$ cat config.mk
export PLATFORM = sky130hd
export DESIGN_NAME = bp_rgmii_multi_link
export DESIGN_NICKNAME = d
export VERILOG_FILES = /design/src/rtl/bp_rgmii_multi_link_pkg.sv /design/src/rtl/bp_rgmii_link_lane.sv /design/src/rtl/bp_rgmii_multi_link.sv
export SDC_FILE = /design/constraint.sdc
export NUM_CORES = 1
export LEC_CHECK = 0
export BUFFER_PORTS_ARGS = -buffer_cell sky130_fd_sc_hd__clkbuf_2
export CAP_MARGIN = 20
export CORE_MARGIN = 1.5
export CORE_UTILIZATION = 45
export DETAILED_ROUTE_END_ITERATION = 8
export HOLD_SLACK_MARGIN = 0.1
export PLACE_DENSITY = 0.68
export SLEW_MARGIN = 20
export SYNTH_ARGS = -nofsm -noshare
export SYNTH_HDL_FRONTEND = slang
export SYNTH_SLANG_ARGS = --single-unit
$ cat constraint.sdc
create_clock -name clk_i -period 3.38 [get_ports clk_i]
set_clock_uncertainty 0.05 [all_clocks]
set_input_delay 0.507 -clock clk_i [delete_from_list [all_inputs] [get_ports clk_i]]
set_output_delay 0.507 -clock clk_i [all_outputs]
set_load 0.005 [all_outputs]
$ cat src/rtl/bp_rgmii_multi_link_pkg.sv
// Shared lane-state type, topology codes and the static routing helper
// for the multi-chip RGMII link model.
package bp_rgmii_multi_link_pkg;

    typedef enum logic [1:0] {e_idle, e_pass, e_drop} bp_rgmii_lane_state_e;

    localparam int unsigned e_topo_swap = 0;
    localparam int unsigned e_topo_ring = 1;

    // Which source lane feeds destination chip dst.
    function automatic int unsigned bp_rgmii_src_of(input int unsigned dst,
                                                    input int unsigned n,
                                                    input int unsigned topo);
        if (topo == e_topo_swap) begin
            return dst ^ 32'd1;
        end
        return (dst + n - 32'd1) % n;
    endfunction

endpackage

$ cat src/rtl/bp_rgmii_link_lane.sv
// One RGMII link lane: frame-level enable gating, latency pipeline and
// saturating forwarded/dropped frame counters.
module bp_rgmii_link_lane
    import bp_rgmii_multi_link_pkg::*;
#(
    parameter int unsigned delay_p       = 1,
    parameter int unsigned count_width_p = 16
) (
    input  logic                     clk_i,
    input  logic                     reset_i,
    input  logic [3:0]               tx_data_i,
    input  logic                     tx_ctl_i,
    input  logic                     link_en_i,
    output logic [3:0]               rx_data_o,
    output logic                     rx_ctl_o,
    output logic [count_width_p-1:0] frame_count_o,
    output logic [count_width_p-1:0] drop_count_o
);

    bp_rgmii_lane_state_e state, state_next;

    logic                           gate_ctl;
    logic [3:0]                     gate_data;
    logic                           frame_inc;
    logic                           drop_inc;
    logic [delay_p-1:0]             pipe_ctl;
    logic [delay_p-1:0][3:0]        pipe_data;
    logic [count_width_p-1:0]       frame_count;
    logic [count_width_p-1:0]       drop_count;

    always_ff @(posedge clk_i or posedge reset_i) begin
        if (reset_i) begin
            state <= e_idle;
        end else begin
            state <= state_next;
        end
    end

    // link_en_i matters only on the idle -> frame-start decision.
    always_comb begin
        state_next = state;
        case (state)
            e_idle:  if (tx_ctl_i) state_next = link_en_i ? e_pass : e_drop;
            e_pass:  if (!tx_ctl_i) state_next = e_idle;
            e_drop:  if (!tx_ctl_i) state_next = e_idle;
            default: state_next = e_idle;
        endcase
    end

    always_comb begin
        gate_ctl  = 1'b0;
        gate_data = 4'h0;
        frame_inc = 1'b0;
        drop_inc  = 1'b0;
        case (state)
            e_idle: begin
                if (tx_ctl_i && link_en_i) begin
                    gate_ctl  = 1'b1;
                    gate_data = tx_data_i;
                end else if (tx_ctl_i) begin
                    drop_inc = 1'b1;
                end
            end
            e_pass: begin
                if (tx_ctl_i) begin
                    gate_ctl  = 1'b1;
                    gate_data = tx_data_i;
                end else begin
                    frame_inc = 1'b1;
                end
            end
            default: ;
        endcase
    end

    always_ff @(posedge clk_i or posedge reset_i) begin
        if (reset_i) begin
            pipe_ctl  <= '0;
            pipe_data <= '0;
        end else begin
            pipe_ctl[0]  <= gate_ctl;
            pipe_data[0] <= gate_data;
            for (int i = 1; i < int'(delay_p); i++) begin
                pipe_ctl[i]  <= pipe_ctl[i-1];
                pipe_data[i] <= pipe_data[i-1];
            end
        end
    end

    always_ff @(posedge clk_i or posedge reset_i) begin
        if (reset_i) begin
            frame_count <= '0;
            drop_count  <= '0;
        end else begin
            if (frame_inc && (frame_count != '1)) frame_count <= frame_count + 1'b1;
            if (drop_inc && (drop_count != '1)) drop_count <= drop_count + 1'b1;
        end
    end

    assign rx_ctl_o      = pipe_ctl[delay_p-1];
    assign rx_data_o     = pipe_data[delay_p-1];
    assign frame_count_o = frame_count;
    assign drop_count_o  = drop_count;

endmodule

$ cat src/rtl/bp_rgmii_multi_link.sv
// Link model joining the RGMII ports of num_chips_p test chips with a
// static swap or ring topology and per-link latency.
module bp_rgmii_multi_link
    import bp_rgmii_multi_link_pkg::*;
#(
    parameter int unsigned num_chips_p   = 2,
    parameter int unsigned topology_p    = 0,
    parameter int unsigned delay_p       = 1,
    parameter int unsigned count_width_p = 16
) (
    input  logic                                 clk_i,
    input  logic                                 reset_i,
    input  logic [4*num_chips_p-1:0]             tx_data_i,
    input  logic [num_chips_p-1:0]               tx_ctl_i,
    input  logic [num_chips_p-1:0]               link_en_i,
    output logic [num_chips_p-1:0]               rx_clk_o,
    output logic [4*num_chips_p-1:0]             rx_data_o,
    output logic [num_chips_p-1:0]               rx_ctl_o,
    output logic [count_width_p*num_chips_p-1:0] frame_count_o,
    output logic [count_width_p*num_chips_p-1:0] drop_count_o
);

    if (topology_p == e_topo_swap && (num_chips_p % 2) != 0) begin : gen_bad_swap
        $error("bp_rgmii_multi_link: swap topology needs an even num_chips_p");
    end
    if (delay_p == 0) begin : gen_bad_delay
        $error("bp_rgmii_multi_link: delay_p must be at least 1");
    end

    logic [num_chips_p-1:0]      lane_ctl;
    logic [num_chips_p-1:0][3:0] lane_data;

    assign rx_clk_o = {num_chips_p{clk_i}};

    for (genvar i = 0; i < num_chips_p; i++) begin : gen_lane
        localparam int unsigned src = bp_rgmii_src_of(i, num_chips_p, topology_p);

        bp_rgmii_link_lane #(
            .delay_p      (delay_p),
            .count_width_p(count_width_p)
        ) u_lane (
            .clk_i        (clk_i),
            .reset_i      (reset_i),
            .tx_data_i    (tx_data_i[4*i +: 4]),
            .tx_ctl_i     (tx_ctl_i[i]),
            .link_en_i    (link_en_i[i]),
            .rx_data_o    (lane_data[i]),
            .rx_ctl_o     (lane_ctl[i]),
            .frame_count_o(frame_count_o[count_width_p*i +: count_width_p]),
            .drop_count_o (drop_count_o[count_width_p*i +: count_width_p])
        );

        assign rx_ctl_o[i]        = lane_ctl[src];
        assign rx_data_o[4*i +: 4] = lane_data[src];
    end

endmodule

==> flow_metrics.env, run 1 <==
export IMPL_run_status="completed"
export IMPL_yosysTopAreaCell="dfrtp_1"
export IMPL_dieArea_um2=9300
export IMPL_synth_nets=383
export IMPL_layout_drive_gt1_share_pct=27.91
export IMPL_finalPower_w=0.002630
export IMPL_p_leak_nw=2.311
export IMPL_synth_simple_gate_area_share_pct=24.17
export IMPL_worst_slack_ns=0.6803
export IMPL_r2r_start="gen_lane[1].u_lane.drop_count_o[0]$_DFFE_PP0P_"
export IMPL_core_um2=8341
export IMPL_synth_area_um2=3929
export IMPL_synth_adder_area_share_pct=3.185
export IMPL_drt_initial_drc_count=92
export IMPL_synth_cells=359
export IMPL_crit_path_start_kind="clock port"
export IMPL_setup_viol=0
export IMPL_avgSynthCellArea_um2=10.94
export IMPL_wl_per_cell_um=14.45
export IMPL_placed_area_um2=4446
export IMPL_port_buffer_count=89
export IMPL_reg2reg_setup_slack_ns=1.32
export IMPL_globalRouteMet2Util_pct=27.41
export IMPL_totalWireLength_um=8094
export IMPL_rsz0062_at_grt="false"
export IMPL_end_kind="output pin"
export IMPL_hold_viol_final=0
export IMPL_start_util_pct=47.10
export IMPL_ant_nets=0
export IMPL_synth_seq_cells=78
export IMPL_netlist_area_leader_share_pct=49.68
export IMPL_place_ws_ns=1.047
export IMPL_layout_nets=474
export IMPL_clkTransAtPathRegs_ns=0.09
export IMPL_dpl_cell_count=544
export IMPL_grt_busiest_layer="met2"
export IMPL_multiInputGateArea_um2=1848
export IMPL_met3_usage_pct=3.912
export IMPL_vias_per_cell=5.364
export IMPL_root_buffer="clkbuf_8"
export IMPL_tns_ns=0
export IMPL_synth_top_family_by_area="simple AND/OR/NAND/NOR gates"
export IMPL_use_met1_pct=25.74
export IMPL_cts_tree="yes"
export IMPL_dr_pass1_iters=4
export IMPL_gp_congestion=0.8091
export IMPL_clockBufferDepth=2
export IMPL_num_vias=3004
export IMPL_track_usage_pct=18.43
export IMPL_cp_required_ns=2.82
export IMPL_fill_cells=766
export IMPL_slew_violations=0
export IMPL_ys_flop_type="dfrtp_1"
export IMPL_area_delta_synth_final_pct=17.96
export IMPL_design_area_um2=4634
export IMPL_postCtsSetupBuffers=0
export IMPL_max_slew_margin_pct=58.13
export IMPL_critPathMaxFanout=13
export IMPL_synth_compound_area_share_pct=5.446
export IMPL_htree_levels=3
export IMPL_floorplan_die_height_um=96.44
export IMPL_synth_enable_flop_cells=0
export IMPL_ys_seq_area_share_pct=49.68
export IMPL_antenna_found_initial=0
export IMPL_n_antenna_cell=0
export IMPL_post_cts_resized=0
export IMPL_grt_start_max_net_pins=29
export IMPL_crit_type="clock port to output pin"
export IMPL_hold_path_class="input pin to async pin"
export IMPL_final_cells=560
export IMPL_drc=0
export IMPL_seqCellArea_um2=1952
export IMPL_muxShareOfSynthArea_pct=3.758
export IMPL_synth_cell_type_count=58
export IMPL_maxCapViolCount=0
export IMPL_hold_buffers=0
export IMPL_yosysWarnings=0
export IMPL_numCtsBuffers=9
export IMPL_r2r_end="gen_lane[1].u_lane.drop_count_o[1]$_DFFE_PP0P_"
export IMPL_die_w_um=96.44
export IMPL_gr_total_overflow=0
export IMPL_yosys_top_cells_area="dfrtp_1 50%, xor2_1 6.7%, xnor2_1 3.8%"
export IMPL_synth_xor_xnor_area_share_pct=10.48
export IMPL_worst_pin_slew_ns=0.6223
export IMPL_grt_pass1_vias=2811
export IMPL_power_per_cell_area_nw_per_um2=567.6
export IMPL_ys_async_sr_fraction_pct=100.0
export IMPL_vdd_drop_max_v=0.0003062
export IMPL_arrival_ns=2.14
export IMPL_num_io_pins=90
export IMPL_clkLatencyLatePin_ns=0.34
export IMPL_rows=33
export IMPL_r2r_cells=5
export IMPL_grt_first_pass_wirelength_um=13250
export IMPL_dpl_hpwl_um=5857
==> layer usage <==
layer  vias to the layer above  part of all wire (%)  wire [µm]
li1                       1466                     -          -
met3                        23                   4.6        375
met5                         -                     0          0
met1                      1440                    48       3855
met2                        75                    45       3627
met4                         0                   2.9        235
==> cell type report <==
type	instances	area share (%)
inverters	14	1.161
flip-flops and latches	78	42.12
multi-input cells	256	39.88
clock buffers	13	3.051
repair buffers	89	9.719
well taps	105	2.835
clock inverters	5	1.242
==> state kept, by name (all words and copies together) (netlist names) <==
signal                         flops
gen_lane.u_lane.drop_count_o      32
gen_lane.u_lane.frame_count_o     32
gen_lane.u_lane.state              4
gen_lane.u_lane.rx_data_o          8
gen_lane.u_lane.rx_ctl_o           2
==> cell families (layout without fill, tap and decap cells) <==
group                      after synthesis  after routing
AOI/OAI and AO/OA                       30             30
xor gates and xnor gates                47             47
adders and majority gates               10             10
buffers and inverters                   25            121
DFF                                     78             78
muxes                                   13             13
and+or+nand+nor                        156            156
==> worst max-delay path: stages <==
cell,delay [ns]
clkbuf_8,0.15
clkbuf_8,0.17
clkbuf_2,0.12
==> synthesized netlist by cell type (4+ instances only) <==
library cell	number
dfrtp_1	78
xor2_1	30
nand2_1	25
nand4_1	21
nor3_1	19
nand3_1	17
xnor2_1	17
inv_1	14
nor2_1	14
and2_1	10
ha_1	10
a21oi_1	9
nor4_1	7
and3_1	6
buf_4	5
mux2_1	5
mux2_2	5
and4_1	4
nor2b_1	4
o21ai_0	4
==> power breakdown <==
part           switching (W)  total, W  internal [W]
Sequential          0.000183   0.00127       0.00109
Clock               0.000366  0.000722      0.000357
Combinational       0.000331  0.000639      0.000307
==> layout by cell type (no fill, tap or decap), types with 4 or more instances in the layout <==
cell type,n
clkbuf_2,89
dfrtp_1,78
xor2_1,30
nand2_1,25
nand4_1,21
nor3_1,19
nand3_1,17
xnor2_1,17
nor2_1,14
inv_1,13
and2_1,10
ha_1,10
a21oi_1,9
clkbuf_8,9
nor4_1,7
and3_1,6
mux2_2,5
mux2_1,5
and4_1,4
o21ai_0,4
nor2b_1,4
==> worst max path at each step <==
stage / slack (ns) / from / depth (start not counted) / to
3_5_place_dp: 1.05 / clk_i / 1 / rx_clk_o[0]
5_1_grt: 0.66 / clk_i / 3 / rx_clk_o[0]
3_3_place_gp: 1.05 / clk_i / 1 / rx_clk_o[0]
2_1_floorplan: 0.83 / reset_i / 1 / gen_lane[0].u_lane.drop_count_o[0]$_DFFE_PP0P_
4_1_cts: 0.67 / clk_i / 3 / rx_clk_o[0]
6_report: 0.68 / clk_i / 3 / rx_clk_o[0]
==> stage by stage <==
step	hold WS (ns)	util [%]
after floorplan	0.4280	-
after global placement	0.4301	53.30
after detailed placement	0.4384	53.30
after CTS	0.1008	55.57
after global routing	0.1174	55.57
final	0.09742	55.57
No activity file was read; power rests on OpenSTA's default activity.
==> inputs of run 2 (changes only) <==
PLACE_DENSITY = 0.71   (was 0.68)
clock period = 2.3 ns   (was 3.38 ns; I/O delays follow)
==> flow_metrics.env, run 2 (synthesized netlist as in run 1, its figures left out) <==
export IMPL_final_cells=565
export IMPL_die_w_um=96.44
export IMPL_clkLatencyLatePin_ns=0.34
export IMPL_clkTransAtPathRegs_ns=0.08
export IMPL_period_needed_ns=2.032
export IMPL_rsz0062_at_grt="false"
export IMPL_tns_ns=0
export IMPL_switching_share_pct=32.18
export IMPL_worst_path_stages=6
export IMPL_max_slew_margin_pct=56.13
export IMPL_root_buffer="clkbuf_8"
export IMPL_gp_congestion=0.7802
export IMPL_dieArea_um2=9300
export IMPL_vdd_drop_max_v=0.0004002
export IMPL_setup_viol=0
export IMPL_end_kind="flop"
export IMPL_gr_total_overflow=0
export IMPL_port_buffer_count=89
export IMPL_htree_levels=3
export IMPL_start_util_pct=47.10
export IMPL_layout_nets=479
export IMPL_num_vias=2997
export IMPL_layout_drive_gt1_share_pct=28.91
export IMPL_final_common_cell="clkbuf_2"
export IMPL_ant_nets=0
export IMPL_grt_start_max_net_pins=31
export IMPL_worstSetupEndpoint="gen_lane[1].u_lane.drop_count_o[14]$_DFFE_PP0P_"
export IMPL_floorplan_die_height_um=96.44
export IMPL_dr_pass1_iters=5
export IMPL_worst_slack_ns=0.2677
export IMPL_crit_type="flop to flop"
export IMPL_max_stage_delay_ns=0.41
export IMPL_crit_path_start_kind="flop"
export IMPL_dpl_hpwl_um=5855
export IMPL_worst_pin_slew_ns=0.6567
export IMPL_num_io_pins=90
export IMPL_n_antenna_cell=0
export IMPL_arrival_ns=2.21
export IMPL_r2r_start="gen_lane[1].u_lane.state[0]$_DFFE_PP0P_"
export IMPL_internal_power_w=0.002639
export IMPL_p_leak_nw=2.364
export IMPL_r2r_end="gen_lane[1].u_lane.drop_count_o[14]$_DFFE_PP0P_"
export IMPL_cp_cell_sequence="inv_1 -> ha_1 -> nand3b_1 -> nor3_2 -> nand4_1 -> mux2_1"
export IMPL_totalWireLength_um=7876
export IMPL_cp_required_ns=2.48
export IMPL_crit_family="simple AND/OR/NAND/NOR gates"
export IMPL_run_status="completed"
export IMPL_crit_start="gen_lane[1].u_lane.state[0]$_DFFE_PP0P_"
export IMPL_post_cts_resized=0
export IMPL_clockBufferDepth=2
export IMPL_finalPower_w=0.003891
export IMPL_track_usage_pct=18.64
export IMPL_drt_initial_drc_count=84
export IMPL_core_um2=8341
export IMPL_area_delta_synth_final_pct=19.90
export IMPL_antenna_found_initial=0
export IMPL_grt_first_pass_wirelength_um=13460
export IMPL_grt_pass1_vias=2888
export IMPL_critPathMaxFanout=10
export IMPL_clockPowerShare_pct=28.0
export IMPL_numCtsBuffers=9
export IMPL_reg2reg_setup_slack_ns=0.27
export IMPL_dpl_cell_count=548
export IMPL_power_per_cell_area_nw_per_um2=826.0
export IMPL_vias_per_cell=5.304
export IMPL_finalCritPeriodShare_pct=88.36
export IMPL_max_freq_mhz=492.1
export IMPL_rows=33
export IMPL_slew_violations=0
export IMPL_worst_path_buf_inv=1
export IMPL_cts_tree="yes"
export IMPL_place_ws_ns=0.2701
export IMPL_fin_util_pct=56.48
export IMPL_layout_common_cells="90 x clkbuf_2, 78 x dfrtp_1, 30 x xor2_1"
export IMPL_maxCapViolCount=0
export IMPL_wl_per_cell_um=13.94
export IMPL_drc=0
export IMPL_r2r_cells=6
export IMPL_critical_path_slowest_cell="dfrtp_1"
export IMPL_hold_viol_final=0
export IMPL_hold_path_class="input pin to flop"
export IMPL_seqPwrFrac_pct=47.5
export IMPL_p_comb_share_pct=24.5
export IMPL_p_sw_w=0.001252
## run 2: changes by cell type in the layout (fill, tap and decap cells not counted), sizes merged
cell / previous run / this run
buf: 2 / 6
bufinv: 1 / 0
clkbuf: 100 / 102
clkinv: 2 / 1
clkinvlp: 3 / 1
dlygate4sd3: 0 / 1
inv: 13 / 15
## run 2: what timing repair did
item	CTS	global route
setup buffers	0	0
hold endpoints to repair	26	0
hold buffers	1	0
## run 2: area by class of cell
cell class	instances	area (µm²)
Fill cell	761	3630
Sequential cell	78	1952
Multi-Input combinational cell	256	1848
Timing Repair Buffer	94	503.0
Clock buffer	15	202.7
Tap cell	105	131.4
Inverter	14	56.30
Clock inverter	3	17.52
## run 2: worst min-delay path by stage
stage	from	end	slack (ns)	cells past startpoint
floorplan	clk_i	rx_clk_o[0]	0.38	1
global placement	clk_i	rx_clk_o[0]	0.38	1
detailed placement	clk_i	rx_clk_o[0]	0.38	1
CTS	tx_data_i[2]	gen_lane[0].u_lane.rx_data_o[2]$_DFF_PP0_	0.15	2
global route	tx_data_i[2]	gen_lane[0].u_lane.rx_data_o[2]$_DFF_PP0_	0.15	2
finish	tx_data_i[3]	gen_lane[0].u_lane.rx_data_o[3]$_DFF_PP0_	0.16	2
## run 2: through the flow
step | cell area (µm²) | hold slack, ns
6_report | 4711 | 0.1644
5_1_grt | 4711 | 0.1499
4_1_cts | 4711 | 0.1469
3_5_place_dp | 4491 | 0.3788
3_3_place_gp | 4491 | 0.3788
2_1_floorplan | 3933 | 0.3758
## run 2: routing by layer
metal | wire, µm | track usage, % | up-vias | part of all wire, %
li1 | - | - | 1469 | -
met1 | 3719 | 25.29 | 1452 | 47
met2 | 3641 | 28.99 | 66 | 46
met3 | 364 | 3.991 | 10 | 4.6
met4 | 150 | 7.609 | 0 | 1.9
met5 | 0 | 0 | - | 0
## run 2: power by group through the flow
stage	clock network (W)	logic (W)	registers [W]
global placement	0.0000380	0.000929	0.00186
global route	0.00120	0.00109	0.00189
detailed placement	0.0000380	0.000960	0.00187
CTS	0.00114	0.000969	0.00185
floorplan	0.0000564	0.000610	0.00185
finish	0.00109	0.000952	0.00185
## run 2: worst register-to-register path: cells and delay by family (launching register included)
kind / cells / cell delay, ns
fa+ha+maj: 1 / 0.19
buf+inv: 1 / 0.10
flops: 1 / 0.41
mux: 1 / 0.33
simple gates: 3 / 0.85
